`src/rtl/key_event_pkg.sv`:
```
// Shared definitions for the key event detector: per-key FSM state
// encoding and the default debounce / long-press windows at 100 MHz.
package key_event_pkg;

    typedef enum logic [1:0] {
        IDLE       = 2'd0,
        PRESS_DB   = 2'd1,
        HELD       = 2'd2,
        RELEASE_DB = 2'd3
    } key_fsm_state_t;

    localparam int DB_CNT_DEFAULT   = 2000000;
    localparam int LONG_CNT_DEFAULT = 100000000;

endpackage

```
`src/rtl/key_fsm.sv`:
```
// One push-button channel: 2-flop synchronizer, debounce FSM, hold counter.
// Ports: clk, rst (async, active-high), key_in (raw level), key_state,
//   press_pulse, release_pulse, long_pulse (strobes), toggle (level).
// KEY_LONG_PRESS_EN: when defined, long-press counting and long_pulse exist;
//   otherwise long_pulse is tied to 0 and no hold counter is built.
module key_fsm
    import key_event_pkg::*;
#(
    parameter int DB_CNT   = DB_CNT_DEFAULT
`ifdef KEY_LONG_PRESS_EN
    ,
    parameter int LONG_CNT = LONG_CNT_DEFAULT
`endif
) (
    input  logic clk,
    input  logic rst,
    input  logic key_in,
    output logic key_state,
    output logic press_pulse,
    output logic release_pulse,
    output logic long_pulse,
    output logic toggle
);

    localparam int DBW = $clog2(DB_CNT) + 1;
    localparam logic [DBW-1:0] DB_LAST = DBW'(DB_CNT - 1);

    key_fsm_state_t state;
    logic [DBW-1:0] db_cnt;
    logic           sync_q1;
    logic           sync;
    logic           press_evt;
    logic           release_evt;

    // Debounce window completes this cycle in either direction.
    assign press_evt   = (state == PRESS_DB) && sync && (db_cnt == DB_LAST);
    assign release_evt = (state == RELEASE_DB) && !sync && (db_cnt == DB_LAST);

    always_ff @(posedge clk or posedge rst) begin
        if (rst) begin
            sync_q1       <= 1'b0;
            sync          <= 1'b0;
            state         <= IDLE;
            db_cnt        <= '0;
            key_state     <= 1'b0;
            press_pulse   <= 1'b0;
            release_pulse <= 1'b0;
            toggle        <= 1'b0;
        end else begin
            sync_q1       <= key_in;
            sync          <= sync_q1;
            press_pulse   <= 1'b0;
            release_pulse <= 1'b0;
            unique case (state)
                IDLE: begin
                    if (sync) begin
                        state  <= PRESS_DB;
                        db_cnt <= '0;
                    end
                end
                PRESS_DB: begin
                    if (!sync) begin
                        state <= IDLE;
                    end else if (press_evt) begin
                        state       <= HELD;
                        press_pulse <= 1'b1;
                        key_state   <= 1'b1;
                        toggle      <= ~toggle;
                    end else begin
                        db_cnt <= db_cnt + 1'b1;
                    end
                end
                HELD: begin
                    if (!sync) begin
                        state  <= RELEASE_DB;
                        db_cnt <= '0;
                    end
                end
                RELEASE_DB: begin
                    if (sync) begin
                        state <= HELD;
                    end else if (release_evt) begin
                        state         <= IDLE;
                        release_pulse <= 1'b1;
                        key_state     <= 1'b0;
                    end else begin
                        db_cnt <= db_cnt + 1'b1;
                    end
                end
                default: state <= IDLE;
            endcase
        end
    end

`ifdef KEY_LONG_PRESS_EN
    localparam int HW = $clog2(LONG_CNT) + 1;
    localparam logic [HW-1:0] HOLD_LAST = HW'(LONG_CNT - 1);
    localparam logic [HW-1:0] HOLD_PRE  = HW'(LONG_CNT - 2);

    logic [HW-1:0] hold_cnt;
    logic          holding;

    // The hold keeps running through a release glitch so that a short
    // dropout does not shift the long-press instant.
    assign holding = (state == HELD) || (state == RELEASE_DB);

    always_ff @(posedge clk or posedge rst) begin
        if (rst) begin
            hold_cnt   <= '0;
            long_pulse <= 1'b0;
        end else begin
            long_pulse <= 1'b0;
            if (!holding || release_evt) begin
                hold_cnt <= '0;
            end else if (hold_cnt != HOLD_LAST) begin
                hold_cnt   <= hold_cnt + 1'b1;
                long_pulse <= (hold_cnt == HOLD_PRE);
            end
        end
    end
`else
    assign long_pulse = 1'b0;
`endif

endmodule

```
`src/rtl/key_event_detector.sv`:
```
// Debounced multi-key event detector: N_KEYS independent key_fsm channels.
// Ports: clk, rst (async, active-high), key_in[N_KEYS], key_state,
//   press_pulse, release_pulse, long_pulse, toggle (all N_KEYS wide).
// KEY_LONG_PRESS_EN: enables long-press detection; otherwise long_pulse = 0.
module key_event_detector
    import key_event_pkg::*;
#(
    parameter int N_KEYS   = 4,
    parameter int DB_CNT   = DB_CNT_DEFAULT,
    parameter int LONG_CNT = LONG_CNT_DEFAULT
) (
    input  logic              clk,
    input  logic              rst,
    input  logic [N_KEYS-1:0] key_in,
    output logic [N_KEYS-1:0] key_state,
    output logic [N_KEYS-1:0] press_pulse,
    output logic [N_KEYS-1:0] release_pulse,
    output logic [N_KEYS-1:0] long_pulse,
    output logic [N_KEYS-1:0] toggle
);

    // Elaboration-time parameter sanity checks.
    if (N_KEYS < 1 || N_KEYS > 8) begin : g_bad_nkeys
        $error("key_event_detector: N_KEYS out of range");
    end
    if (DB_CNT < 2) begin : g_bad_db
        $error("key_event_detector: DB_CNT below 2");
    end
    if (LONG_CNT <= DB_CNT) begin : g_bad_long
        $error("key_event_detector: LONG_CNT must exceed DB_CNT");
    end

    for (genvar i = 0; i < N_KEYS; i++) begin : g_key
        key_fsm #(
            .DB_CNT   (DB_CNT)
`ifdef KEY_LONG_PRESS_EN
            ,
            .LONG_CNT (LONG_CNT)
`endif
        ) u_key (
            .clk           (clk),
            .rst           (rst),
            .key_in        (key_in[i]),
            .key_state     (key_state[i]),
            .press_pulse   (press_pulse[i]),
            .release_pulse (release_pulse[i]),
            .long_pulse    (long_pulse[i]),
            .toggle        (toggle[i])
        );
    end

endmodule

```
`config.mk`:
```
export PLATFORM = sky130hd
export DESIGN_NAME = key_event_detector
export DESIGN_NICKNAME = d
export VERILOG_FILES = /design/src/rtl/key_event_pkg.sv /design/src/rtl/key_fsm.sv /design/src/rtl/key_event_detector.sv
export SDC_FILE = /design/constraint.sdc
export NUM_CORES = 1
export LEC_CHECK = 0
export ABC_AREA = 1
export BUFFER_PORTS_ARGS = -buffer_cell sky130_fd_sc_hd__buf_2
export CAP_MARGIN = 15
export CORE_ASPECT_RATIO = 0.8
export CORE_UTILIZATION = 43
export DETAILED_ROUTE_END_ITERATION = 12
export GPL_ROUTABILITY_DRIVEN = 0
export HOLD_SLACK_MARGIN = 0.05
export PLACE_DENSITY = 0.57
export RECOVER_POWER = 25
export SLEW_MARGIN = 40
export SYNTH_ARGS = -nofsm -noshare
export SYNTH_HDL_FRONTEND = slang
export SYNTH_SLANG_ARGS = --single-unit
```
`constraint.sdc`:
```
create_clock -name clk -period 4.9 [get_ports clk]
set_input_delay 0.49 -clock clk [delete_from_list [all_inputs] [get_ports clk]]
set_output_delay 0.49 -clock clk [all_outputs]
set_load 0.05 [all_outputs]
```
==> results of run 1 <==
-- metrics by stage --
step | cells | instance area (um^2)
final | 1285 | 8090
after global routing | 1285 | 8090
after CTS | 1285 | 8090
after detailed placement | 1257 | 7550
after global placement | 1257 | 7550
after floorplan | 1058 | 7510
-- cell families (layout without fill, tap and decap cells) --
| logic type | Yosys count | count (layout) | share of synthesized area (%) |
|---|---|---|---|
| AO/OA/AOI/OAI | 104 | 104 | 8.39 |
| XOR/XNOR | 23 | 23 | 2.69 |
| adder cells (fa/ha/maj) | 4 | 4 | 0.667 |
| buffers and inverters | 138 | 145 | 9.63 |
| flip-flops | 120 | 120 | 40.0 |
| other | 1 | 4 | 0.0500 |
| AND/OR/NAND/NOR | 665 | 665 | 38.5 |
-- cell type report --
class | instances | area [um^2] | area share, %
Tap cell | 220 | 275 | 3.40
Inverter | 94 | 365 | 4.51
Clock inverter | 10 | 108 | 1.33
Clock buffer | 18 | 439 | 5.43
Sequential cell | 120 | 3000 | 37.1
Multi-Input combinational cell | 800 | 3780 | 46.8
Timing Repair Buffer | 23 | 119 | 1.47
-- power by group through the flow --
stage / Clock, mW / Sequential (mW) / Combinational [mW]
global route: 1.27 / 1.05 / 0.125
CTS: 1.23 / 1.04 / 0.111
floorplan: 0 / 1.05 / 0.110
finish: 1.19 / 1.04 / 0.107
global placement: 0 / 1.06 / 0.110
detailed placement: 0 / 1.06 / 0.111
-- worst paths after layout --
| kind | slack [ns] | to | cells after the start | startpoint |
|---|---|---|---|---|
| min in group clk | 0.17 | g_key[1].u_key.sync_q1$_DFF_PP0_ | 1 | key_in[1] |
| hold / removal | 0.16 | g_key[0].u_key.db_cnt[20]$_DFFE_PP0P_ | 2 | rst |
| setup reg to reg | 2.71 | g_key[2].u_key.db_cnt[10]$_DFFE_PP0P_ | 10 | g_key[2].u_key.db_cnt[0]$_DFFE_PP0P_ |
| setup / recovery | 2.71 | g_key[2].u_key.db_cnt[10]$_DFFE_PP0P_ | 10 | g_key[2].u_key.db_cnt[0]$_DFFE_PP0P_ |
| hold reg to reg | 0.35 | g_key[0].u_key.sync$_DFF_PP0_ | 0 | g_key[0].u_key.sync_q1$_DFF_PP0_ |
| max in group asynchronous | 3.91 | g_key[1].u_key.db_cnt[11]$_DFFE_PP0P_ | 3 | rst |
-- state kept, by name, indices dropped and copies added, names as in the netlist, named ones only --
register and cells:
g_key.u_key.toggle 4, g_key.u_key.release_pulse 4, g_key.u_key.sync_q1 4, g_key.u_key.db_cnt 88, g_key.u_key.state 4, g_key.u_key.sync 4
g_key.u_key.key_state 4, g_key.u_key.press_pulse 4
-- layer usage --
metal | up-vias | GRT usage, % | routed length [um]
met5 | - | 0 | 0
li1 | 3350 | - | -
met1 | 2857 | 28.9 | 8670
met4 | 0 | 5.17 | 130
met2 | 105 | 28.2 | 6640
met3 | 14 | 4.98 | 668
-- critical path: cells and delay by family, from the launching register on --
| family | cells | cell delay (ns) |
|---|---|---|
| AND/OR/NAND/NOR | 6 | 0.99 |
| flip-flops | 1 | 0.45 |
| adder cells (fa/ha/maj) | 1 | 0.28 |
| buffers and inverters | 2 | 0.26 |
| AO/OA/AOI/OAI | 1 | 0.05 |
-- cells in the final DEF, fill, tap and decap left out, types with 6 or more instances in the layout --
cell / synthesis / layout
nand3b_1: 6 / 6
nor3_1: 6 / 6
inv_1: 89 / 88
nand4_1: 27 / 27
dfrtp_1: 120 / 120
nand3_1: 103 / 103
o21bai_1: 8 / 8
xor2_1: 22 / 22
nand2_2: 6 / 6
buf_2: 2 / 20
nand2_1: 338 / 338
or2_2: 12 / 12
o21ai_1: 21 / 21
o21ai_2: 23 / 23
nor2_1: 149 / 149
o21ai_0: 49 / 49
clkbuf_16: 0 / 17
==> impl_metrics.toml, run 1 <==
[power_and_ir_drop]
irDropWorstVdd_mv = 0.199
power_mw = 2.34
p_leak_nw = 3.37
combPwrFrac_pct = 4.6
intPower_mw = 1.78
power_frac_seq_pct = 44.5
power_frac_clock_pct = 50.9
switching_share_pct = 24.2
switchingPower_uw = 568
powerDensity_mw_per_mm2 = 290

[clock_network]
cts.hold.buffers_added = 0
root_buffer = "clkbuf_16"
tritoncts = "yes"
ctsResizeCount = 0
htreeDepth = 4
clkSinkCount = 120
cts-buffers-inserted = 17
ctsLongestPathBuffers = 2
postCtsSetupBuffers = 0
clk_latency_ns = 0.42
path_clk_slew_ns = 0.06

[timing]
rsz0062_at_grt = "false"
clock_skew_ns = 0.00845
hold_viol = 0
fmax_ghz = 0.457
period_needed_ns = 2.19
drv_slew = 0
min_period_over_period_pct = 44.6
holdWs_ns = 0.162
max_slew_margin_pct = 47.9
tns_ns = 0
layout_setup_ws_ns = 2.71
worst_slew_pin_slew_ns = 0.781
finalSetupViolations = 0

[die]
die-area_mm2 = 0.0180
die_width_um = 150
fp.dieH_um = 120
core_mm2 = 0.0168
rows = 42
io_pins = 26
start_util_pct = 44.6

[worst_setup_path]
crit_type = "reg -> reg"
path_cells = "ha_1, nand3_2, inv_2, nand2_2, nor2_4, nand3_4, nand2_4, inv_2, nand2_1, o21ai_1"
critPathLaunchType = "flip-flop"
crit_slowest_cell = "dfrtp_1"
timing.critical_path.to_type = "flip-flop"
crit_path_frequent_cell = "inv_2"
slowest_delay_ns = 0.45
cp_max_fo = 41
cp.arrival_ns = 2.49
cp.required_ns = 5.20

[logic_synthesis]
seq_area_frac_synth_pct = 40.0
ys.warnings.count = 0
synth_ff_type = "dfrtp_1"
syn_area_mm2 = 0.00750
async_flop_share_pct = 100
synth_edf_count = 0
yosysMostFrequentCell = "nand2_1"
ys_ff_latch = 120
netlist_instances = 1055
yosys.area.top_type_share_pct = 40.0
synth.avg_cell_area_um2 = 7.11
yosysTopAreaCell = "dfrtp_1"
synth.distinct_cells = 35
synth_common_cells = "nand2_1 (338), nor2_1 (149), dfrtp_1 (120)"
yosys-top-cells-area = "dfrtp_1 (40%), nand2_1 (17%), nor2_1 (7.5%)"

[layout]
nFillCells = 1718
drive_gt1_share_pct = 10.7
nNetsFinal = 1066
diodes = 0
fin_util_pct = 48.1
areaGrowthSynthToFinish_pct = 7.94

[placement]
dp_slack_ns = 2.68
port_buffers = 21
hpwlAfterDp_um = 11400

[grt]
antenna_found_initial = 0
globalRouteTotalUtil_pct = 19.6
grt_pass1_vias = 5727
grt.overflow.total = 0
grt_max_degree = 90
grt_first_pass_wirelength_um = 28000

[routing]
drt_iter0_markers = 472
viasPerCell = 4.92
wl_per_cell_um = 12.5
wirelength_um = 16100
final_antenna_net_count = 0
vias = 6326
dr.pass1.iters = 5
drc_errors = 0

[status]
status = "finished clean"

[worst_hold_path]
hp-class = "in -> async"

[job]
maxCapViolations = 0
(Power assumes the default switching activity.)
==> run 2, diff against run 1 <==
Settings changed: ABC_AREA 1 to 0.
Clock period 4.9 ns to 2.2 ns, I/O delays scaled along.
==> run 2 against run 1 <==
Clock skew is 0.0018 ns lower. Global-route usage is 0.78 points lower. Non-clock buffer count is 29 higher. Sequential power is 130% higher. Clock power is 140% higher. Power is 140% higher. Critical path type unchanged. Routed wire length is 18% lower. Fmax is 5.3% higher. Largest cell class unchanged. Combinational power grew to 2.5 times the previous value. Critical endpoint is now g_key[2].u_key.db_cnt[0]$_DFFE_PP0P_. Sequential share of layout area is 3.8 points higher. The flow now finishes with violations (design-rule violations, max-capacitance violations).
==> impl_metrics.toml, run 2 <==
[status]
status = "finished with violations"
failed_checks = "design-rule violations, max-capacitance violations"

[timing]
tns_ns = 0
min_period_over_period_pct = 94.4
finalSetupViolations = 0
rsz0062_at_grt = "false"
fmax_ghz = 0.482
drv_slew = 0
clock_skew_ns = 0.00667
period_needed_ns = 2.08
holdWs_ns = 0.347
hold_viol = 0
worst_slew_pin_slew_ns = 1.49
max_slew_margin_pct = 0.429

[logic_synthesis]
synth_compound_area_share_pct = 11.8
netlist_instances = 669
synth_top_family_by_area = "simple AND/OR/NAND/NOR gates"
async_flop_share_pct = 100
yosysMostFrequentCell = "dfrtp_1"
synth_xor_area_share_pct = 6.53
seq_area_frac_synth_pct = 47.1
synth-simple-area-share_pct = 26.7
ys.warnings.count = 0
yosys-top-cells-area = "dfrtp_1 (47%), xnor2_1 (5.5%), nand2_1 (3.4%)"
ys_ff_latch = 120
synth_common_cells = "dfrtp_1 (120), nand2_1 (57), nor2_1 (55)"
synth_adder_area_share_pct = 0.785
synth.avg_cell_area_um2 = 9.53
synth_edf_count = 0
synth.area.mux_share_pct = 1.55
synth.distinct_cells = 65
yosysTopAreaCell = "dfrtp_1"
syn_area_mm2 = 0.00638
synth_ff_type = "dfrtp_1"
yosys.area.top_type_share_pct = 47.1

[grt]
grt_max_degree = 61
antenna_found_initial = 0
grt_first_pass_wirelength_um = 23200
grt.overflow.total = 0
globalRouteTotalUtil_pct = 18.8
grt_pass1_vias = 4725

[clock_network]
path_clk_slew_ns = 0.06
cts-buffers-inserted = 17
clk_latency_ns = 0.42
tritoncts = "yes"
postCtsSetupBuffers = 0
root_buffer = "clkbuf_16"
clkSinkCount = 120
ctsLongestPathBuffers = 2
htreeDepth = 4

[layout]
drive_gt1_share_pct = 15.2
areaGrowthSynthToFinish_pct = 15.2
largest_reg_flops = 88
fin_area_mm2 = 0.00735
mostFrequentLayoutCells = "dfrtp_1 (120), nand2_1 (57), nor2_1 (55)"
diodes = 0
nFillCells = 1310
top_register = "g_key.u_key.db_cnt"
nNetsFinal = 706
final_common_cell = "dfrtp_1"

[power_and_ir_drop]
power_mw = 5.51
switchingPower_mw = 1.30
p_leak_nw = 3.11
powerDensity_mw_per_mm2 = 750
switching_share_pct = 23.5
power_frac_seq_pct = 42.5
power_frac_clock_pct = 52.6
irDropWorstVdd_mv = 0.537
intPower_mw = 4.22
combPwrFrac_pct = 4.9

[die]
fp.dieH_um = 111
start_util_pct = 44.3
die-area_mm2 = 0.0153
rows = 39
io_pins = 26
core_mm2 = 0.0144
die_width_um = 138

[placement]
hpwlAfterDp_um = 8740
port_buffers = 21
placed_area_mm2 = 0.00668

[worst_setup_path]
cp.arrival_ns = 2.38
timing.critical_path.to_type = "flip-flop"
crit_type = "reg -> reg"
cp.required_ns = 2.51
cp_max_fo = 5
critPathLaunchType = "flip-flop"

[routing]
drc_errors = 6
vias = 5038
drt_iter0_markers = 272
viasPerCell = 5.64
wirelength_um = 13200
dr.pass1.iters = 11
wl_per_cell_um = 14.8
final_antenna_net_count = 0

[worst_hold_path]
hp-class = "reg -> reg"

[job]
maxCapViolations = 1
-- run 2: changes by cell type after synthesis, moves of 14 or more --
cell     delta
inv_1      -69
xnor2_1    +39
nand2_1   -281
o21ai_0    -20
nand3_1    -61
o21ai_1    -21
a21oi_1    +29
nor4_1     +21
xor2_1     -20
nor3_1     +22
o21ai_2    -23
nor2_1     -94
and3_1     +14
-- run 2: logic make-up (layout without fill, tap and decap cells) --
group,Yosys count,count (layout)
muxes,9,9
buffers and inverters,67,104
adders and majority gates,4,4
other,1,4
AOI/OAI and AO/OA,116,116
DFF,120,120
xor gates and xnor gates,45,45
and+or+nand+nor,307,307
-- run 2: routing by layer --
layer  global-route usage, %  routed length [um]
met5                       0                   0
met4                    7.34                 172
met3                    4.71                 426
met2                    28.0                5900
met1                    26.4                6700
-- run 2: through the flow --
| stage | util [%] | worst slack [ns] | instances |
|---|---|---|---|
| final | 51.0 | 0.124 | 893 |
| after detailed placement | 46.4 | 0.120 | 856 |
| after global routing | 51.0 | 0.00362 | 893 |
| after global placement | 46.4 | 0.145 | 856 |
| after floorplan | - | 0.199 | 672 |
| after CTS | 51.1 | 0.104 | 893 |
-- run 2: timing repair --
action	CTS	global route
hold endpoints to repair	124	0
hold buffers	5	0
gates resized for setup	0	3
endpoints found under the setup margin	0	2
-- run 2: power by group through the flow --
stage	sequential [mW]	clock (mW)	combinational, mW
after global routing	2.35	3.07	0.309
final	2.34	2.90	0.271
after floorplan	2.35	0	0.205
after detailed placement	2.38	0	0.273
after global placement	2.38	0	0.267
after CTS	2.34	2.97	0.282
-- run 2: cell type report --
class	instances	area, um^2	share of cell area, %
well taps	184	230	3.13
inverters	20	78.8	1.07
clock buffers	19	453	6.17
flip-flops and latches	120	3000	40.9
clock inverters	13	168	2.28
repair buffers	52	359	4.89
multi-input cells	485	3050	41.6
-- run 2: worst max-delay path, stage by stage, from the launching register on --
cell     delay [ns]
dfrtp_1        0.41
or4_4          0.56
nor4_4         0.39
a21oi_2        0.15
mux2_2         0.28
a22o_1         0.17
-- run 2: final timing paths --
kind	cells after the start	start	slack, ns	to
setup / recovery	5	g_key[2].u_key.db_cnt[16]$_DFFE_PP0P_	0.12	g_key[2].u_key.db_cnt[0]$_DFFE_PP0P_
max in group asynchronous	4	rst	0.39	g_key[0].u_key.db_cnt[0]$_DFFE_PP0P_
min in group asynchronous	4	rst	0.46	g_key[2].u_key.sync_q1$_DFF_PP0_
hold reg to reg	0	g_key[3].u_key.sync_q1$_DFF_PP0_	0.35	g_key[3].u_key.sync$_DFF_PP0_
hold / removal	0	g_key[3].u_key.sync_q1$_DFF_PP0_	0.35	g_key[3].u_key.sync$_DFF_PP0_
setup reg to reg	5	g_key[2].u_key.db_cnt[16]$_DFFE_PP0P_	0.12	g_key[2].u_key.db_cnt[0]$_DFFE_PP0P_
